**config.mk**
```make
export PLATFORM = sky130hd
export DESIGN_NAME = tile_result_packer
export DESIGN_NICKNAME = d
export VERILOG_FILES = /design/src/rtl/tile_result_packer.sv
export SDC_FILE = /design/constraint.sdc
export NUM_CORES = 1
export LEC_CHECK = 0
export BUFFER_PORTS_ARGS = -buffer_cell sky130_fd_sc_hd__clkbuf_2
export CAP_MARGIN = 10
export CORE_MARGIN = 8
export CORE_UTILIZATION = 53
export CTS_CLUSTER_SIZE = 10
export DETAILED_ROUTE_END_ITERATION = 10
export PLACE_DENSITY = 0.84
export RECOVER_POWER = 25
export SLEW_MARGIN = 0
export SYNTH_ARGS = -nofsm -noshare
export SYNTH_HDL_FRONTEND = slang
export SYNTH_SLANG_ARGS = --single-unit
```
**constraint.sdc**
```tcl
create_clock -name i_clk -period 10.2 [get_ports i_clk]
set_clock_uncertainty 0.15 [all_clocks]
set_input_delay 1.53 -clock i_clk [delete_from_list [all_inputs] [get_ports i_clk]]
set_output_delay 1.53 -clock i_clk [all_outputs]
set_load 0.01 [all_outputs]
```
**src/rtl/tile_result_packer.sv**
```systemverilog
// Round-robin drain of per-tile FP16 result FIFOs, packing up to PACK results
// from one tile into a tagged wide word on a valid/ready write-back port.
module tile_result_packer #(
  parameter int unsigned NUM_TILES  = 4,
  parameter int unsigned DATA_WIDTH = 16,
  parameter int unsigned PACK       = 8,
  parameter int unsigned FIFO_DEPTH = 128
) (
  input  logic                                           i_clk,
  input  logic                                           i_reset,
  input  logic [NUM_TILES*DATA_WIDTH-1:0]                i_fifo_rd_data,
  input  logic [NUM_TILES-1:0]                           i_fifo_empty,
  input  logic [NUM_TILES*($clog2(FIFO_DEPTH)+1)-1:0]    i_fifo_count,
  output logic [NUM_TILES-1:0]                           o_fifo_rd_en,
  input  logic                                           i_flush,
  output logic [DATA_WIDTH*PACK-1:0]                     o_out_data,
  output logic [$clog2(PACK):0]                          o_out_count,
  output logic [$clog2(NUM_TILES)-1:0]                   o_out_tile_id,
  output logic                                           o_out_valid,
  input  logic                                           i_out_ready,
  output logic                                           o_busy
);

  localparam int unsigned CW = $clog2(FIFO_DEPTH) + 1;
  localparam int unsigned NW = $clog2(PACK) + 1;
  localparam int unsigned LW = $clog2(PACK);
  localparam int unsigned TW = $clog2(NUM_TILES);

  typedef enum logic [1:0] {
    ST_IDLE   = 2'd0,
    ST_READ   = 2'd1,
    ST_OUTPUT = 2'd2
  } state_t;

  state_t               state_q, state_d;
  logic [TW-1:0]        ptr_q;
  logic [TW-1:0]        grant_q;
  logic [NW-1:0]        n_q;
  logic [NW-1:0]        rd_cnt_q;
  logic                 cap_valid_q;
  logic [LW-1:0]        cap_idx_q;
  logic [DATA_WIDTH-1:0] lane_q [PACK];
  logic                 valid_q;
  logic                 busy_q;

  logic                 grant_hit;
  logic [TW-1:0]        grant_id;
  logic [NW-1:0]        grant_n;
  int unsigned          idx;
  logic [CW-1:0]        cnt;

  // Round-robin search for the first eligible tile starting at the pointer.
  always_comb begin
    grant_hit = 1'b0;
    grant_id  = '0;
    grant_n   = '0;
    idx       = 0;
    cnt       = '0;
    for (int i = 0; i < NUM_TILES; i++) begin
      if (!grant_hit) begin
        idx = (32'(ptr_q) + 32'(i)) % NUM_TILES;
        cnt = i_fifo_count[idx*CW +: CW];
        if (cnt >= CW'(PACK) || (i_flush && cnt != '0)) begin
          grant_hit = 1'b1;
          grant_id  = TW'(idx);
          grant_n   = (cnt >= CW'(PACK)) ? NW'(PACK) : NW'(cnt);
        end
      end
    end
  end

  always_ff @(posedge i_clk or posedge i_reset) begin
    if (i_reset) state_q <= ST_IDLE;
    else         state_q <= state_d;
  end

  // Next state and read strobe; the empty gate only guards against bad counts.
  always_comb begin
    state_d      = state_q;
    o_fifo_rd_en = '0;
    case (state_q)
      ST_IDLE:   if (grant_hit) state_d = ST_READ;
      ST_READ: begin
        if (rd_cnt_q < n_q && !i_fifo_empty[grant_q]) o_fifo_rd_en[grant_q] = 1'b1;
        if (rd_cnt_q == n_q) state_d = ST_OUTPUT;
      end
      ST_OUTPUT: if (i_out_ready) state_d = ST_IDLE;
      default:   state_d = ST_IDLE;
    endcase
  end

  // Burst bookkeeping, lane capture one cycle behind each issued read.
  always_ff @(posedge i_clk or posedge i_reset) begin
    if (i_reset) begin
      ptr_q       <= '0;
      grant_q     <= '0;
      n_q         <= '0;
      rd_cnt_q    <= '0;
      cap_valid_q <= 1'b0;
      cap_idx_q   <= '0;
      valid_q     <= 1'b0;
      busy_q      <= 1'b0;
      for (int k = 0; k < PACK; k++) lane_q[k] <= '0;
    end else begin
      valid_q     <= (state_d == ST_OUTPUT);
      busy_q      <= (state_d != ST_IDLE);
      cap_valid_q <= |o_fifo_rd_en;
      cap_idx_q   <= rd_cnt_q[LW-1:0];
      if (state_q == ST_IDLE && grant_hit) begin
        grant_q  <= grant_id;
        n_q      <= grant_n;
        rd_cnt_q <= '0;
        ptr_q    <= (grant_id == TW'(NUM_TILES - 1)) ? '0 : TW'(grant_id + 1'b1);
        for (int k = 0; k < PACK; k++) lane_q[k] <= '0;
      end
      if (state_q == ST_READ && rd_cnt_q < n_q) rd_cnt_q <= rd_cnt_q + 1'b1;
      if (cap_valid_q) lane_q[cap_idx_q] <= i_fifo_rd_data[32'(grant_q)*DATA_WIDTH +: DATA_WIDTH];
    end
  end

  always_comb begin
    o_out_data = '0;
    for (int k = 0; k < PACK; k++) o_out_data[k*DATA_WIDTH +: DATA_WIDTH] = lane_q[k];
  end

  assign o_out_count   = n_q;
  assign o_out_tile_id = grant_q;
  assign o_out_valid   = valid_q;
  assign o_busy        = busy_q;

endmodule
```
==> impl_metrics.csv <==
group,metric,value,unit
global_route,grt.overflow.total,0,
yosys,synth-async-reset-ratio,100,%
timing,finalSetupTns,0,ns
worst_setup_path,reg2reg_depth,8,
drt,vias,6276,
yosys,syn-instance-count,682,
run_status,violations,"max-capacitance violations, max-slew violations",
clocking,cts_buffers,17,
timing,fin_crit,4.86,ns
clocking,clock-sinks,148,
power,p_leak,4.24,nW
clocking,cts.path.max_buffers,2,
timing,max_freq,206,MHz
worst_setup_path,endpoint,"o_busy$_DFF_PP0_",
yosys,synth_edf_count,0,
finish,stdcell_count,1085,
worst_setup_path,reg2reg_to,"o_busy$_DFF_PP0_",
yosys,syn-num-nets,791,
yosys,avgSynthCellArea,10.2,sq um
drt,wl_per_cell,19.5,microns
drt,ant_nets,0,
floorplan,fp.dieW,131,microns
drt,dr.pass1.iters,5,
clocking,cts_tree,"yes",
clocking,clock_latency,0.42,ns
worst_setup_path,worst-path-stages,10,
finish,fill_cells,1094,
finish,area_growth,24.5,%
yosys,synth_area_leaders,"dfrtp_1 53%, nand3_1 9.9%, o21ai_0 7.5%",
yosys,synth_top_area_share,53.1,%
global_route,grt_pass1_vias,6148,
floorplan,rows,42,
worst_setup_path,startpoint_type,"input pin",
worst_setup_path,critPathMaxFanout,86,
placed_design,gp_congestion,0.883,
finish,drive_gt1_share,31.5,%
clocking,htree_levels,4,
placed_design,dp.cells,1053,
timing,hold_viol_final,0,
worst_setup_path,criticalPathCategory,"input pin to flop",
worst_setup_path,r2r_setup_slack,5.83,ns
floorplan,num_io_pins,244,
placed_design,io_buffer_count,243,
timing,finalSetupViolCount,0,
clocking,clk_pin_slew,0.06,ns
yosys,synthFlopType,"dfrtp_1",
finish,regArea,3700,sq um
flow_run,cap_violations,1,
yosys,synth_top_cell_by_area,"dfrtp_1",
drt,finalWirelength,21100,microns
timing,slew-limit-headroom,-103,%
drt,drc_errors,0,
clocking,post_cts_buffers,0,
power,finalPower,2.33,mW
run_status,status,"finished, violations left",
clocking,cts_root_buffer,"clkbuf_16",
floorplan,core,13000,sq um
yosys,seq_area_frac_synth,53.1,%
power,p_per_area,268,nW/um^2
worst_setup_path,end_kind,"flop",
timing,period_share,47.6,%
timing,worst_pin_slew,3.03,ns
worst_setup_path,cp-startpoint,"i_fifo_count[3]",
worst_setup_path,cpMaxStageDelayCell,"buf_4",
floorplan,dieArea,17100,sq um
global_route,groute.usage.overall,24.9,%
placed_design,hpwl,15100,microns
min_path,hp-class,"flop to flop",
finish,diodes,0,
clocking,postCtsHoldBufs,0,
timing,rsz0062_at_grt,"no",
clocking,cts_resized,0,
timing,maxSlewViolCount,72,
worst_setup_path,timing.rr.start,"ptr_q[1]$_DFFE_PP0P_",
worst_setup_path,cp_top_family,"simple AND/OR/NAND/NOR gates",
global_route,grt_antenna_before_repair,0,
floorplan,start_util,53.5,%
finish,multi_input_area,2920,sq um
worst_setup_path,crit_chain,"clkbuf_2 > or4_1 > nor2_1 > mux4_2 > nor2b_1 > nor3b_4 > a211o_4 > buf_4 > nand2_1 > or2_1",
worst_setup_path,max_stage_delay,0.79,ns
yosys,ys_warn_count,0,
global_route,grt_pass1_wl,32200,microns
worst_setup_path,crit_arrival,5.02,ns
worst_setup_path,path_buf_inv,2,
drt,drt-initial-drc-count,553,
floorplan,die-height,131,microns
yosys,ys_ff_latch,148,
drt,vias_per_cell,5.78,
worst_setup_path,cp.required,10.36,ns
yosys,ys_types,45,
global_route,grt_max_degree,87,
yosys,syn_area,6980,sq um
finish,fin_nets,1005,
power,peakVddDrop,0.181,mV
kinds of logic (layout without fill, tap and decap cells):
logic type / Yosys count / count (layout) / share of synthesized area (%)
mux: 55 / 55 / 10.4
fa+ha+maj: 5 / 5 / 0.897
simple gates: 226 / 226 / 16.2
buf+inv: 67 / 294 / 5.24
compound gates: 178 / 178 / 13.8
flops: 148 / 148 / 53.1
xor+xnor: 3 / 3 / 0.377
where the power goes:
part / internal, mW / switching (mW)
combinational: 0.298 / 0.600
sequential: 0.710 / 0.115
clock: 0.348 / 0.257
sequential cells by signal, indices dropped and copies added, names as in the netlist:
| register | cells |
|---|---|
| cap_idx_q | 3 |
| o_out_valid | 1 |
| o_busy | 1 |
| cap_valid_q | 1 |
| rd_cnt_q | 4 |
| o_out_data | 128 |
| o_out_count | 4 |
| ptr_q | 2 |
| o_out_tile_id | 2 |
| state_q | 2 |
final cells by class:
cell class	count	area share [%]
Clock buffer	18	5.06
Clock inverter	14	1.63
Inverter	14	0.620
Multi-Input combinational cell	467	33.6
Sequential cell	148	42.6
Tap cell	176	2.54
Timing Repair Buffer	248	13.9
per-layer routing:
metal  share of wire, %  GRT usage (%)  vias to the layer above
met5                  0              0                        -
met4                3.4           12.1                        0
met2                 49           40.6                      305
li1                   -              -                     2916
met3                8.8           5.80                       55
met1                 39           30.6                     3000
synth_stat cells, types with 8 or more instances:
| library cell | count |
|---|---|
| nand4_1 | 8 |
| buf_6 | 13 |
| nand2_1 | 35 |
| mux2i_1 | 23 |
| nand3_1 | 138 |
| o21ai_0 | 104 |
| dfrtp_1 | 148 |
| mux2_2 | 20 |
| nor2_1 | 15 |
| clkbuf_1 | 29 |
| mux4_2 | 12 |
| inv_1 | 14 |
| o21ai_1 | 52 |
worst min-delay path by stage:
| stage | start | to | slack, ns | cells after the start |
|---|---|---|---|---|
| after CTS | rd_cnt_q[2]$_DFFE_PP0P_ | cap_idx_q[2]$_DFF_PP0_ | 0.31 | 0 |
| after global routing | rd_cnt_q[2]$_DFFE_PP0P_ | cap_idx_q[2]$_DFF_PP0_ | 0.33 | 0 |
| after floorplan | rd_cnt_q[2]$_DFFE_PP0P_ | cap_idx_q[2]$_DFF_PP0_ | 0.25 | 0 |
| after detailed placement | rd_cnt_q[2]$_DFFE_PP0P_ | cap_idx_q[2]$_DFF_PP0_ | 0.29 | 0 |
| final | rd_cnt_q[2]$_DFFE_PP0P_ | cap_idx_q[2]$_DFF_PP0_ | 0.31 | 0 |
| after global placement | rd_cnt_q[2]$_DFFE_PP0P_ | cap_idx_q[2]$_DFF_PP0_ | 0.29 | 0 |
per-stage QoR:
stage / worst slack, ns / util [%] / cell area, sq um / hold slack (ns)
final: 5.34 / 66.6 / 8680 / 0.306
after CTS: 5.41 / 67.0 / 8730 / 0.309
after detailed placement: 4.97 / 62.5 / 8150 / 0.289
after floorplan: 4.54 / - / 6980 / 0.247
after global routing: 5.10 / 66.6 / 8680 / 0.330
after global placement: 5.06 / 62.5 / 8150 / 0.289
cells in the final DEF, fill, tap and decap left out, types with 3 or more instances in the layout:
cell type / count
nand2b_1: 3
mux4_2: 12
mux2i_1: 23
buf_4: 5
o22ai_1: 3
nor3_1: 5
clkbuf_2: 209
clkbuf_1: 33
a21oi_1: 4
o21ai_0: 104
mux2_2: 20
nand4_1: 8
inv_1: 13
dfrtp_1: 148
nand3_1: 138
inv_6: 6
o21ai_1: 52
nor2b_1: 5
clkinv_4: 5
o2111a_1: 3
nor2_1: 15
or4_1: 4
ha_1: 5
nand2_1: 35
clkbuf_16: 17
or3_1: 3
(Power assumes the default switching activity.)
